## src/rtl/n64adv_cparams.sv

```systemverilog
// ----------------------------------------------------------------------------
// n64adv_cparams
// Shared constants for the controller-side logic: IGR command encodings, the
// FSM state type, the button combos that trigger each command, and the mask
// that drops JR and the reserved bit from the sniffed button word.
// Button word layout: [7:0] = A,B,Z,St,Du,Dd,Dl,Dr ; [15:8] = JR,0,L,R,Cu,Cd,Cl,Cr
// ----------------------------------------------------------------------------
package n64adv_cparams;

    typedef enum logic [1:0] {
        CMD_NONE       = 2'd0,
        CMD_RESET      = 2'd1,
        CMD_FALLBACK   = 2'd2,
        CMD_OSD_TOGGLE = 2'd3
    } igr_cmd_t;

    typedef enum logic [1:0] {
        ST_IDLE         = 2'd0,
        ST_HOLD         = 2'd1,
        ST_FIRE         = 2'd2,
        ST_WAIT_RELEASE = 2'd3
    } igr_state_t;

    localparam logic [15:0] IGR_BTN_MASK = 16'hFCFF;

    // A + B + Z + Start + R
    localparam logic [15:0] IGR_RESET    = 16'h080F;
    // D-down + L + R + C-down
    localparam logic [15:0] IGR_FALLBACK = 16'h2C20;
    // D-up + L + R + C-up
    localparam logic [15:0] IGR_OSD      = 16'h1C10;

    // Priority order matters only if combos ever overlap; today they are
    // exact-match constants and mutually exclusive.
    function automatic igr_cmd_t igr_match(input logic [15:0] btn);
        if (btn == IGR_RESET)
            return CMD_RESET;
        else if (btn == IGR_FALLBACK)
            return CMD_FALLBACK;
        else if (btn == IGR_OSD)
            return CMD_OSD_TOGGLE;
        return CMD_NONE;
    endfunction

    // Stick bytes arrive MSB-last on the wire.
    function automatic logic [7:0] bit_rev8(input logic [7:0] v);
        logic [7:0] r;
        for (int i = 0; i < 8; i++)
            r[i] = v[7-i];
        return r;
    endfunction

endpackage

```

## src/rtl/ctrl_igr_decoder_stick_nav.sv

```systemverilog
// ----------------------------------------------------------------------------
// igr_stick_nav
// Turns the analog stick into OSD navigation pulses. Built only when
// IGR_ANALOG_NAV_EN is defined.
// Ports:
//   i_clk, i_rst     clock, synchronous active-high reset
//   i_valid          poll strobe; stick bytes are stable while high
//   i_x_raw/i_y_raw  stick bytes as sniffed (bit-reversed)
//   i_pulse_en       pulses allowed (decoder idle)
//   o_nav            {up,down,left,right} one-cycle pulses
// ----------------------------------------------------------------------------
module igr_stick_nav
    import n64adv_cparams::*;
#(
    parameter logic [7:0] STICK_TH = 8'd64
) (
    input  logic       i_clk,
    input  logic       i_rst,
    input  logic       i_valid,
    input  logic [7:0] i_x_raw,
    input  logic [7:0] i_y_raw,
    input  logic       i_pulse_en,
    output logic [3:0] o_nav
);

    logic [7:0]        w_x_byte;
    logic [7:0]        w_y_byte;
    logic signed [9:0] w_x;
    logic signed [9:0] w_y;
    logic signed [9:0] w_th;
    logic [3:0]        w_beyond;
    logic [3:0]        r_flags;

    assign w_x_byte = bit_rev8(i_x_raw);
    assign w_y_byte = bit_rev8(i_y_raw);

    // Two spare bits keep -128 and -STICK_TH representable without wrap.
    assign w_x  = {{2{w_x_byte[7]}}, w_x_byte};
    assign w_y  = {{2{w_y_byte[7]}}, w_y_byte};
    assign w_th = {2'b00, STICK_TH};

    assign w_beyond = {w_y >= w_th, w_y <= -w_th, w_x <= -w_th, w_x >= w_th};

    always_ff @(posedge i_clk) begin
        if (i_rst)
            r_flags <= 4'b0;
        else if (i_valid)
            r_flags <= w_beyond;
    end

    assign o_nav = (i_valid && i_pulse_en && !i_rst) ? (w_beyond & ~r_flags) : 4'b0;

endmodule

```

## src/rtl/ctrl_igr_decoder.sv

```systemverilog
// ----------------------------------------------------------------------------
// ctrl_igr_decoder
// Watches sniffed controller polls for held IGR button combos and emits one
// command strobe per hold; owns the timed N64 reset drive.
// Optional: IGR_ANALOG_NAV_EN adds stick-derived OSD navigation pulses;
// without it nav_o is tied low.
// Ports:
//   CTRL_CLK_i, CTRL_RST_i  controller clock, synchronous active-high reset
//   ctrl_data_i             sniffed 32-bit poll word
//   ctrl_data_valid_i       one-cycle poll strobe
//   ctrl_detected_i         controller present
//   use_igr_i               allows the RESET command to drive reset
//   cmd_valid_o, cmd_o      command strobe and code (code holds between strobes)
//   drv_rst_o               request to hold N64 reset low
//   nav_o                   {up,down,left,right} pulses
//
// state        | meaning
// -------------+----------------------------------------------------------
// IDLE         | no combo being held
// HOLD         | counting consecutive polls of the candidate combo
// FIRE         | one cycle: command strobe out
// WAIT_RELEASE | command fired; waits for an all-released poll
// ----------------------------------------------------------------------------
module ctrl_igr_decoder
    import n64adv_cparams::*;
#(
    parameter logic [7:0]  HOLD_SAMPLES   = 8'd30,
    parameter logic [23:0] TIMEOUT_CYCLES = 24'd400000,
    parameter logic [19:0] RST_LEN        = 20'hFFFFF,
    parameter logic [7:0]  STICK_TH       = 8'd64
) (
    input  logic        CTRL_CLK_i,
    input  logic        CTRL_RST_i,
    input  logic [31:0] ctrl_data_i,
    input  logic        ctrl_data_valid_i,
    input  logic        ctrl_detected_i,
    input  logic        use_igr_i,
    output logic        cmd_valid_o,
    output logic [1:0]  cmd_o,
    output logic        drv_rst_o,
    output logic [3:0]  nav_o
);

    logic [15:0] w_btn;
    igr_state_t  r_state, w_state_nxt;
    igr_cmd_t    r_cand, w_cand_nxt;
    logic [7:0]  r_hold_cnt, w_hold_nxt;
    logic [23:0] r_tmo_cnt;
    logic        w_abort;
    logic        r_smp_vld;
    igr_cmd_t    r_smp_cmd;
    logic        r_smp_zero;
    igr_cmd_t    r_cmd;
    logic        r_drv_rst;
    logic [19:0] r_rst_cnt;
    logic        w_rst_trig;

    assign w_btn = ctrl_data_i[15:0] & IGR_BTN_MASK;

    // Registered match stage; the FSM acts on it one cycle after the poll.
    always_ff @(posedge CTRL_CLK_i) begin
        if (CTRL_RST_i) begin
            r_smp_vld  <= 1'b0;
            r_smp_cmd  <= CMD_NONE;
            r_smp_zero <= 1'b0;
        end else begin
            r_smp_vld <= ctrl_data_valid_i;
            if (ctrl_data_valid_i) begin
                r_smp_cmd  <= igr_match(w_btn);
                r_smp_zero <= (w_btn == 16'h0000);
            end
        end
    end

    always_ff @(posedge CTRL_CLK_i) begin
        if (CTRL_RST_i)
            r_tmo_cnt <= 24'd0;
        else if (ctrl_data_valid_i)
            r_tmo_cnt <= 24'd0;
        else if (r_tmo_cnt != TIMEOUT_CYCLES)
            r_tmo_cnt <= r_tmo_cnt + 24'd1;
    end

    // A poll arriving in the expiry cycle keeps the hold alive.
    assign w_abort = !ctrl_detected_i ||
                     ((r_tmo_cnt == TIMEOUT_CYCLES) && !ctrl_data_valid_i);

    always_comb begin
        w_state_nxt = r_state;
        w_cand_nxt  = r_cand;
        w_hold_nxt  = r_hold_cnt;
        unique case (r_state)
            ST_IDLE: begin
                if (r_smp_vld && ctrl_detected_i && (r_smp_cmd != CMD_NONE)) begin
                    w_cand_nxt  = r_smp_cmd;
                    w_hold_nxt  = 8'd1;
                    w_state_nxt = ST_HOLD;
                end
            end
            ST_HOLD: begin
                if (w_abort) begin
                    w_hold_nxt  = 8'd0;
                    w_state_nxt = ST_IDLE;
                end else if (r_smp_vld) begin
                    if (r_smp_cmd == r_cand) begin
                        w_hold_nxt = r_hold_cnt + 8'd1;
                        if (r_hold_cnt + 8'd1 == HOLD_SAMPLES)
                            w_state_nxt = ST_FIRE;
                    end else if (r_smp_cmd != CMD_NONE) begin
                        w_cand_nxt = r_smp_cmd;
                        w_hold_nxt = 8'd1;
                    end else begin
                        w_hold_nxt  = 8'd0;
                        w_state_nxt = ST_IDLE;
                    end
                end
            end
            ST_FIRE: begin
                w_hold_nxt  = 8'd0;
                w_state_nxt = ST_WAIT_RELEASE;
            end
            ST_WAIT_RELEASE: begin
                if (w_abort || (r_smp_vld && r_smp_zero))
                    w_state_nxt = ST_IDLE;
            end
            default: begin
                w_hold_nxt  = 8'd0;
                w_state_nxt = ST_IDLE;
            end
        endcase
    end

    always_ff @(posedge CTRL_CLK_i) begin
        if (CTRL_RST_i) begin
            r_state    <= ST_IDLE;
            r_cand     <= CMD_NONE;
            r_hold_cnt <= 8'd0;
            r_cmd      <= CMD_NONE;
        end else begin
            r_state    <= w_state_nxt;
            r_cand     <= w_cand_nxt;
            r_hold_cnt <= w_hold_nxt;
            // Load the code on entry to FIRE so it is valid with the strobe.
            if (w_state_nxt == ST_FIRE)
                r_cmd <= r_cand;
        end
    end

    assign cmd_valid_o = (r_state == ST_FIRE);
    assign cmd_o       = r_cmd;

    assign w_rst_trig = (r_state == ST_FIRE) && (r_cand == CMD_RESET) && use_igr_i;

    // Down-counter; a fire while the pulse is running is ignored.
    always_ff @(posedge CTRL_CLK_i) begin
        if (CTRL_RST_i) begin
            r_drv_rst <= 1'b0;
            r_rst_cnt <= 20'd0;
        end else if (r_drv_rst) begin
            if (r_rst_cnt == 20'd0)
                r_drv_rst <= 1'b0;
            else
                r_rst_cnt <= r_rst_cnt - 20'd1;
        end else if (w_rst_trig) begin
            r_drv_rst <= 1'b1;
            r_rst_cnt <= RST_LEN - 20'd1;
        end
    end

    assign drv_rst_o = r_drv_rst;

`ifdef IGR_ANALOG_NAV_EN
    igr_stick_nav #(
        .STICK_TH (STICK_TH)
    ) u_stick_nav (
        .i_clk      (CTRL_CLK_i),
        .i_rst      (CTRL_RST_i),
        .i_valid    (ctrl_data_valid_i),
        .i_x_raw    (ctrl_data_i[23:16]),
        .i_y_raw    (ctrl_data_i[31:24]),
        .i_pulse_en (r_state == ST_IDLE),
        .o_nav      (nav_o)
    );
`else
    // Stick bytes and threshold are deliberately unused in this build.
    logic w_unused_stick;
    assign w_unused_stick = ^{ctrl_data_i[31:16], STICK_TH};
    assign nav_o = 4'b0;
`endif

endmodule
```

## config.mk

```make
export PLATFORM = sky130hd
export DESIGN_NAME = ctrl_igr_decoder
export DESIGN_NICKNAME = d
export VERILOG_FILES = /design/src/rtl/n64adv_cparams.sv /design/src/rtl/ctrl_igr_decoder_stick_nav.sv /design/src/rtl/ctrl_igr_decoder.sv
export SDC_FILE = /design/constraint.sdc
export NUM_CORES = 1
export LEC_CHECK = 0
export ABC_AREA = 0
export BUFFER_PORTS_ARGS = -buffer_cell sky130_fd_sc_hd__buf_2
export CORE_AREA = 5 5 75 128
export DETAILED_ROUTE_END_ITERATION = 12
export DIE_AREA = 0 0 80 133
export GPL_TIMING_DRIVEN = 0
export SYNTH_ARGS = -nofsm -noshare
export SYNTH_HDL_FRONTEND = slang
export SYNTH_SLANG_ARGS = --single-unit
export TNS_END_PERCENT = 1
```

## constraint.sdc

```tcl
create_clock -name CTRL_CLK_i -period 3.5 [get_ports CTRL_CLK_i]
set_clock_uncertainty 0.15 [all_clocks]
set_input_delay 0.35 -clock CTRL_CLK_i [delete_from_list [all_inputs] [get_ports CTRL_CLK_i]]
set_output_delay 0.35 -clock CTRL_CLK_i [all_outputs]
set_load 0.02 [all_outputs]
```

After elaboration in Yosys (flattened, before gate mapping)
Cells that the tools add are included.
{"block": "classes", "add_sub_neg": 3, "muxes": 35, "n_eq_ne": 19, "reduce_logical": 21}
{"op": "two-way mux 20 bit", "count": 3}
{"op": "two-way mux 2 bit", "count": 16}
{"op": "two-way mux 8 bit", "count": 4}
{"op": "adder 24 x 1 -> 24 bit (second input constant)", "count": 1}
{"op": "== test 24 x 19 -> 1 bit (second input constant)", "count": 1}
{"op": "!= test 24 x 19 -> 1 bit (second input constant)", "count": 1}
{"op": "one-hot mux 8 bit (3 select lines)", "count": 1}
{"op": "zero test 20 bit", "count": 1}
{"op": "subtractor 20 x 1 -> 20 bit (second input constant)", "count": 1}
{"op": "zero test 16 bit", "count": 1}
{"op": "== test 14 x 10 -> 1 bit (second input constant)", "count": 1}
{"op": "== test 14 x 11 -> 1 bit (second input constant)", "count": 1}
{"op": "== test 14 x 12 -> 1 bit (second input constant)", "count": 1}
{"op": "!= test 2 bit (second input constant)", "count": 6}
{"op": "two-way mux 1 bit", "count": 9}
{"op": "adder 8 x 1 -> 8 bit (second input constant)", "count": 1}
{"op": "== test 8 x 5 -> 1 bit (second input constant)", "count": 1}
{"op": "one-hot mux 2 bit (4 select lines)", "count": 1}
{"op": "== test 2 bit (second input constant)", "count": 3}
{"op": "logical AND 1 bit", "count": 6}
{"op": "AND reduction 6 bit", "count": 1}
{"op": "nonzero test 2 bit", "count": 3}
{"op": "== test 2 x 1 -> 1 bit (second input constant)", "count": 2}
{"op": "one-hot mux 2 bit (2 select lines)", "count": 1}
{"op": "other kinds (9)", "count": 11}
{"block": "word_totals", "wordCells": 88, "reg_bits": 63, "out_inout_bits": 8}

Longest topological paths before layout
Gate-level depths: netlist of run 1.
{"block": "depth", "depth_word": 8, "ltp_mapped": 10, "ltp_nobuf": 9}

Least setup slack after synthesis of run 1
No wires, ideal clock.
{"block": "synth_path", "kind": "flip-flop to flip-flop", "from": "reg r_tmo_cnt[18]", "to": "reg r_hold_cnt[7]", "setup_time_ns": 0.070, "stages_incl_launch_ff": 7, "arrival_time_ns": 2.271, "n_path_buf": 0, "slack_ns": 1.008, "t_required_ns": 3.280, "synth_period_minus_slack_ns": 2.492, "cell_sequence": "dfxtp_1 or4bb_1 nor4_4 a31oi_4 a31o_1 or4_1 a21oi_1"}
{"block": "synth_between", "elab_chain_cells": 5, "word_cells_on_any_way": 7, "cone_classes": "2 x eq/ne; 2 x mux; 3 x reduce/logical"}
{"element": "from (decl)", "line": "ctrl_igr_decoder.sv:48", "source": "logic [23:0] r_tmo_cnt;"}
{"element": "from (signal assigned)", "line": "ctrl_igr_decoder.sv:81", "source": "r_tmo_cnt <= r_tmo_cnt + 24'd1;"}
{"element": "== test 24 x 19 -> 1 bit (*)", "line": "ctrl_igr_decoder.sv:86", "source": "((r_tmo_cnt == TIMEOUT_CYCLES) && !ctrl_data_valid_i);"}
{"element": "logical AND 1 bit (*)", "line": "ctrl_igr_decoder.sv:86"}
{"element": "logical OR 1 bit (*)", "line": "ctrl_igr_decoder.sv:85", "source": "assign w_abort = !ctrl_detected_i ||"}
{"element": "!= test 3 bit (no line) or two-way mux 8 bit (tied branches)"}
{"element": "AND reduction 3 bit (no line) or one-hot mux 8 bit (3 select lines) (tied branches)"}
{"element": "to (signal assigned)", "line": "ctrl_igr_decoder.sv:142", "source": "r_hold_cnt <= w_hold_nxt;"}
{"element": "to (decl)", "line": "ctrl_igr_decoder.sv:47", "source": "logic [7:0] r_hold_cnt, w_hold_nxt;"}
Every way passes the cells marked *; elsewhere a longest branch is shown, timed or not.
A chain may end at the register's enable or synchronous reset.

Worst setup path after layout of run 1
{"block": "layout_path", "from": "reg r_hold_cnt[0]", "to": "reg r_cmd[1], in the netlist cmd_o[1]"}
{"block": "layout_between", "elab_chain_cells": 8}
{"element": "adder 8 x 1 -> 8 bit", "line": "ctrl_igr_decoder.sv:107", "source": "if (r_hold_cnt + 8'd1 == HOLD_SAMPLES)"}
{"element": "== test 8 x 5 -> 1 bit", "line": "ctrl_igr_decoder.sv:107"}
{"element": "two-way mux 2 bit", "line": "ctrl_igr_decoder.sv:107"}
{"element": "two-way mux 2 bit", "line": "ctrl_igr_decoder.sv:105", "source": "if (r_smp_cmd == r_cand) begin"}
{"element": "two-way mux 2 bit", "line": "ctrl_igr_decoder.sv:104", "source": "end else if (r_smp_vld) begin"}
{"element": "two-way mux 2 bit", "line": "ctrl_igr_decoder.sv:101", "source": "if (w_abort) begin"}
{"element": "one-hot mux 2 bit (4 select lines)", "line": "ctrl_igr_decoder.sv:92", "source": "unique case (r_state)"}
{"element": "== test 2 bit", "line": "ctrl_igr_decoder.sv:144", "source": "if (w_state_nxt == ST_FIRE)"}
{"element": "to (signal assigned)", "line": "ctrl_igr_decoder.sv:145", "source": "r_cmd <= r_cand;"}
{"element": "to (decl)", "line": "ctrl_igr_decoder.sv:53", "source": "igr_cmd_t r_cmd;"}
Every way passes these cells.

==> out/metrics.cfg, run 1 <==
[synth]
synth-seq-cells=63
synth.cell_area_mm2=0.00327
synth_top_area_cell=dfxtp_1
synth_edf_count=0
synthTopCellsByArea=dfxtp_1 (39%), nor2_1 (6.1%), xnor2_1 (5.6%), a21oi_1 (5.5%), xor2_1 (4.0%)
synth_top_area_share=0.386
async_reset_ff_frac=0
synth.yosys.seq_area_share=0.386
syn_avg_cell_area_um2=8.24
synth_cells=397
synth_flop_cell=dfxtp_1
ys.warnings.count=0
ys_types=53

[grt]
met2_usage=0.283
grt_pass1_vias=2836
grt_use_met1=0.148
grt_overflow=0
use_met3=0.0375
antenna_found_initial=0
grt_pass1_wl_um=12600
busiest_layer=met2
grt_max_degree=13
grt.total_usage=0.150

[drt]
routed-via-count=2874
detail-route-antenna-nets=0
wirelength_um=7370
vias_per_cell=5.18
wl_per_cell_um=13.3
drt_iter0_drc=112
drtPass1Iterations=5
drcViolationCount=0

[cells_and_area]
area_growth_pct=18.8
final_area_mm2=0.00388
final_core_util=0.454
fin_nets=479
drive_above_1_share=0.121
diodes=0

[clock_network]
clk_pin_slew_ps=60
cts_tree=built
cts.root.buffer_cell=clkbuf_16
cts_resized=0
clock_latency_ps=330
htree_levels=3
cts_setup_buffers=0
numCtsBuffers=9
cts_hold_buffers=0
cts_max_path_buffers=2
clock-sinks=63

[sta]
setup_tns_ps=0
final_max_slew_viol_count=0
finalHoldViolCount=0
worst_slew_pin_slew_ps=838
layout_min_cycle_time_ps=2900
setup_viol=0
fmax_ghz=0.345
period_share=0.827
rsz0062_at_grt=no
holdWs_ps=172
relSlewSlack=0.438

[placed_design]
hpwl_um=5600
port_buffers=22
gp_congestion=0.808
placed_area_mm2=0.00354

[outcome]
outcome=complete, no violations

[critical_path]
crit_path_end_kind=flip-flop
cp.arrival_ps=3000
criticalPathCategory=flip-flop to flip-flop
crit_required_ps=3600
worstPathMaxFanout=6
critPathLaunchType=flip-flop

[floorplan]
die_x_um=80
design.core.area_mm2=0.00856
io_pins=45
initial_utilization=0.382
placementRows=45
die_area_mm2=0.0106
fp.dieH_um=133

[power]
p_leak_nw=1.43
power_mw=1.99
vdd_drop_max_v=0.000313
powerDensity_mw_per_mm2=513

[job]
cap_viol_max_count=0

[min_path]
min_path_type=primary input to flip-flop

==> final cells by class <==
type	instances	area (µm²)
multi-input cells	304	1880
plain buffers	15	72.6
flip-flops and latches	63	1260
clock buffers	9	225
repair buffers	22	110
fillers	897	4670
clock inverters	7	121
well taps	117	146
inverters	18	67.6
==> per-layer routing <==
metal | routed length (µm) | up-vias
li1 | - | 1467
met1 | 2790 | 1361
met2 | 4210 | 33
met3 | 193 | 13
met4 | 182 | 0
met5 | 0 | -
==> cell usage after synthesis, types with 2 or more instances <==
library cell / instances
a211oi_1: 3
a21oi_1: 36
a311oi_1: 2
a31oi_1: 2
a41oi_1: 2
and3_1: 7
and4_1: 2
buf_1: 2
buf_4: 4
clkbuf_1: 8
dfxtp_1: 63
ha_1: 9
inv_1: 18
mux2i_1: 5
nand2_1: 31
nand2b_1: 5
nand3_1: 14
nand3b_1: 3
nand4_1: 10
nand4b_1: 2
nor2_1: 53
nor2b_1: 5
nor3_1: 10
nor4_1: 4
o211ai_1: 3
o21ai_0: 13
o31ai_1: 2
or2_2: 3
or3_1: 12
or4_1: 7
xnor2_1: 21
xor2_1: 15
==> final timing paths <==
| kind | start | to | slack (ps) | cells after the start |
|---|---|---|---|---|
| worst max-delay path | r_hold_cnt[0] | cmd_o[1] | 600 | 8 |
| worst min-delay path | ctrl_data_valid_i | r_smp_cmd[0] | 170 | 2 |
| worst max register to register | r_hold_cnt[0] | cmd_o[1] | 600 | 8 |
| worst min register to register | cmd_o[0] | cmd_o[0] | 330 | 2 |
==> logic make-up (layout without fill, tap and decap cells) <==
logic type | count (synthesis) | count (layout) | share of synthesized area
buf+inv | 33 | 71 | 0.0429
simple gates | 177 | 177 | 0.287
fa+ha+maj | 9 | 9 | 0.0344
other cells | 1 | 4 | 0.00115
compound gates | 73 | 73 | 0.137
flops | 63 | 63 | 0.386
mux | 5 | 5 | 0.0153
xor+xnor | 36 | 36 | 0.0964
==> placed cells by master, fill, tap and decap left out, types with 7 or more instances in the layout <==
| cell type | n |
|---|---|
| clkbuf_16 | 9 |
| xnor2_1 | 21 |
| dfxtp_1 | 63 |
| o21ai_0 | 13 |
| nand3_1 | 14 |
| inv_1 | 18 |
| or4_1 | 7 |
| or3_1 | 12 |
| nor3_1 | 10 |
| ha_1 | 9 |
| clkbuf_1 | 8 |
| xor2_1 | 15 |
| a21oi_1 | 36 |
| nand4_1 | 10 |
| nor2_1 | 53 |
| buf_2 | 23 |
| nand2_1 | 31 |
| and3_1 | 7 |
==> power breakdown <==
group	leakage [nW]	internal (mW)	switching (mW)
combinational	0.762	0.0835	0.136
sequential	0.508	0.729	0.0168
clock	0.158	0.696	0.331
==> flip-flops by register name, summed over array words and instances, names as in the netlist <==
signal	count
cmd_o	2
r_smp_zero	1
r_hold_cnt	8
r_state	2
r_cand	2
r_smp_cmd	2
drv_rst_o	1
r_tmo_cnt	24
r_rst_cnt	20
r_smp_vld	1
==> worst max-delay path: stages, from the launching register on <==
cell and delay [ps]:
dfxtp_1 430, ha_1 300, xnor2_1 80, or4_1 380
a2111oi_0 570, o21bai_1 160, a31oi_1 260, and3_1 280
mux2i_1 210
==> through the flow <==
step,instances,worst slack [ps]
final,555,604
after global routing,555,237
after CTS,555,538
after detailed placement,539,626
after global placement,539,638
after floorplan,400,1010
Note: power is estimated with default switching activity, not from simulation.
==> run 2, diff against run 1 <==
clock period = 2.6 ns   (was 3.5 ns; I/O delays follow)
==> run 2 against run 1 <==
The run now ends with setup timing left. Via count up 1.5%. Non-clock buffer count up 5. Die area unchanged. Core utilization up 2.4 points. Sequential power up 35%. Sequential share of layout area down 1.4 points. Maximum frequency up 11%. Flip-flop and latch count unchanged. Largest cell class unchanged. Critical endpoint is now r_hold_cnt[7].
==> out/metrics.cfg, run 2 (synthesized netlist as in run 1, its figures left out) <==
[floorplan]
die_x_um=80
fp.dieH_um=133
design.core.area_mm2=0.00856
initial_utilization=0.382
io_pins=45
die_area_mm2=0.0106
placementRows=45

[clock_network]
clock-sinks=63
cts_tree=built
cts.root.buffer_cell=clkbuf_16
htree_levels=3
clock_latency_ps=330
clk_pin_slew_ps=60
cts_max_path_buffers=2
numCtsBuffers=9
cts_hold_buffers=0

[cells_and_area]
fillCellCount=882
final_area_mm2=0.00409
max_flop_register=r_tmo_cnt
final_common_cell=dfxtp_1
multi_input_comb_area_mm2=0.00203
largest_reg_flops=24
fin_nets=484
regArea_mm2=0.00127
final_cell_mix=dfxtp_1 (57), nor2_1 (53), a21oi_1 (36)
drive_above_1_share=0.187
area_growth_pct=25.0
diodes=0
fin_cells=560
final_core_util=0.477
reg_top3=r_tmo_cnt x24, r_rst_cnt x20, r_hold_cnt x8

[critical_path]
criticalPathCategory=flip-flop to flip-flop
worstReg2RegStart=r_tmo_cnt[13]
critPathLaunchType=flip-flop
r2r_slack_ps=-4
r2r-end=r_hold_cnt[7]
ff2ff_path_depth=6
crit_required_ps=2710
crit_path_end_kind=flip-flop
worstPathMaxFanout=6
cp.arrival_ps=2710

[placed_design]
hpwl_um=5600
gp_congestion=0.808
place_ws_ps=-274
port_buffers=22
dpl.cell_count=539
placed_area_mm2=0.00354

[power]
powerDensity_mw_per_mm2=669
switching_share=0.246
power_switching_mw=0.673
p_int_mw=2.06
combPwrFrac=0.124
pwr-share-seq=0.369
vdd_drop_max_v=0.000454
p_leak_nw=1.49
p_clk_frac=0.507

[sta]
fmax_ghz=0.384
fin_ws_ps=-4.39
final_max_slew_viol_count=0
worst_slew_pin_slew_ps=595
layout_min_cycle_time_ps=2600
relSlewSlack=0.603
finalHoldViolCount=0
setup_viol=1
period_share=1.00
rsz0062_at_grt=yes
setup_tns_ps=-4.39

[grt]
grt_overflow=0
antenna_found_initial=0
grt.total_usage=0.155
grt_max_degree=13
grt_pass1_vias=2901
grt_pass1_wl_um=13000

[min_path]
whs_path_depth=2
worstHoldEndpoint=r_smp_cmd[0]
worstHoldStart=ctrl_data_valid_i
min_path_type=primary input to flip-flop

[drt]
wl_per_cell_um=13.9
drt_iter0_drc=107
detail-route-antenna-nets=0
routed-via-count=2916
drtPass1Iterations=4
vias_per_cell=5.21
drcViolationCount=0
wirelength_um=7760

[outcome]
outcome=complete, but fails checks
violations=setup timing

[job]
cap_viol_max_count=0

## run 2: changes by cell type in the layout (fill, tap and decap cells not counted), moves of 3 or more
cell     delta
or4_4       +6
buf_4       +6
or4_1       -6
o21ai_0     -3
dfxtp_2     +6
dfxtp_1     -6
o21ai_1     +3
## run 2: worst max path at each step
stage,from,end,slack (ps),cells after the start
after floorplan,r_tmo_cnt[18],r_hold_cnt[7],110,6
after global placement,r_tmo_cnt[0],r_tmo_cnt[22],-260,8
after detailed placement,r_hold_cnt[0],cmd_o[1],-270,8
after CTS,r_tmo_cnt[3],r_hold_cnt[7],-5,6
after global routing,r_tmo_cnt[13],r_hold_cnt[7],-100,6
final,r_tmo_cnt[13],r_hold_cnt[7],-4,6
## run 2: what timing repair did
item,4_1_cts,5_1_grt
cloned,0,0
buffers inserted,1,5
pin swaps,2,12
endpoints found under the hold margin,0,0
endpoints found under the setup margin,20,25
gates resized for setup,16,23
## run 2: cell type report
cell class / count / share of cell area
Multi-Input combinational cell: 304 / 0.496
Clock buffer: 9 / 0.0551
Inverter: 18 / 0.0165
Timing Repair Buffer: 28 / 0.0380
Tap cell: 117 / 0.0358
Buffer: 14 / 0.0184
Sequential cell: 63 / 0.310
Clock inverter: 7 / 0.0297
## run 2: power by group through the flow
stage | Combinational (mW) | Sequential (mW) | Clock (mW)
3_5_place_dp | 0.294 | 1.03 | 0
6_report | 0.339 | 1.01 | 1.39
4_1_cts | 0.304 | 1.01 | 1.41
2_1_floorplan | 0.214 | 1.02 | 0
3_3_place_gp | 0.288 | 1.03 | 0
5_1_grt | 0.382 | 1.01 | 1.45
## run 2: per-stage QoR
| stage | hold slack (ps) | power (mW) |
|---|---|---|
| finish | 79.5 | 2.73 |
| global placement | 325 | 1.31 |
| detailed placement | 328 | 1.32 |
| CTS | 68.9 | 2.72 |
| floorplan | 206 | 1.23 |
| global route | 79.6 | 2.85 |
## run 2: metal layers
metal | up-vias | wire (µm) | track usage
li1 | 1474 | - | -
met5 | - | 0 | 0
met2 | 50 | 4470 | 0.294
met1 | 1379 | 2870 | 0.152
met3 | 13 | 250 | 0.0381
met4 | 0 | 169 | 0.0695
## run 2: worst max-delay path, cell delays in order (launching register included)
cell	delay, ps
dfxtp_2	340
or4_4	530
nor4_4	390
a31oi_4	190
a31o_1	290
or4_4	510
a21oi_1	140
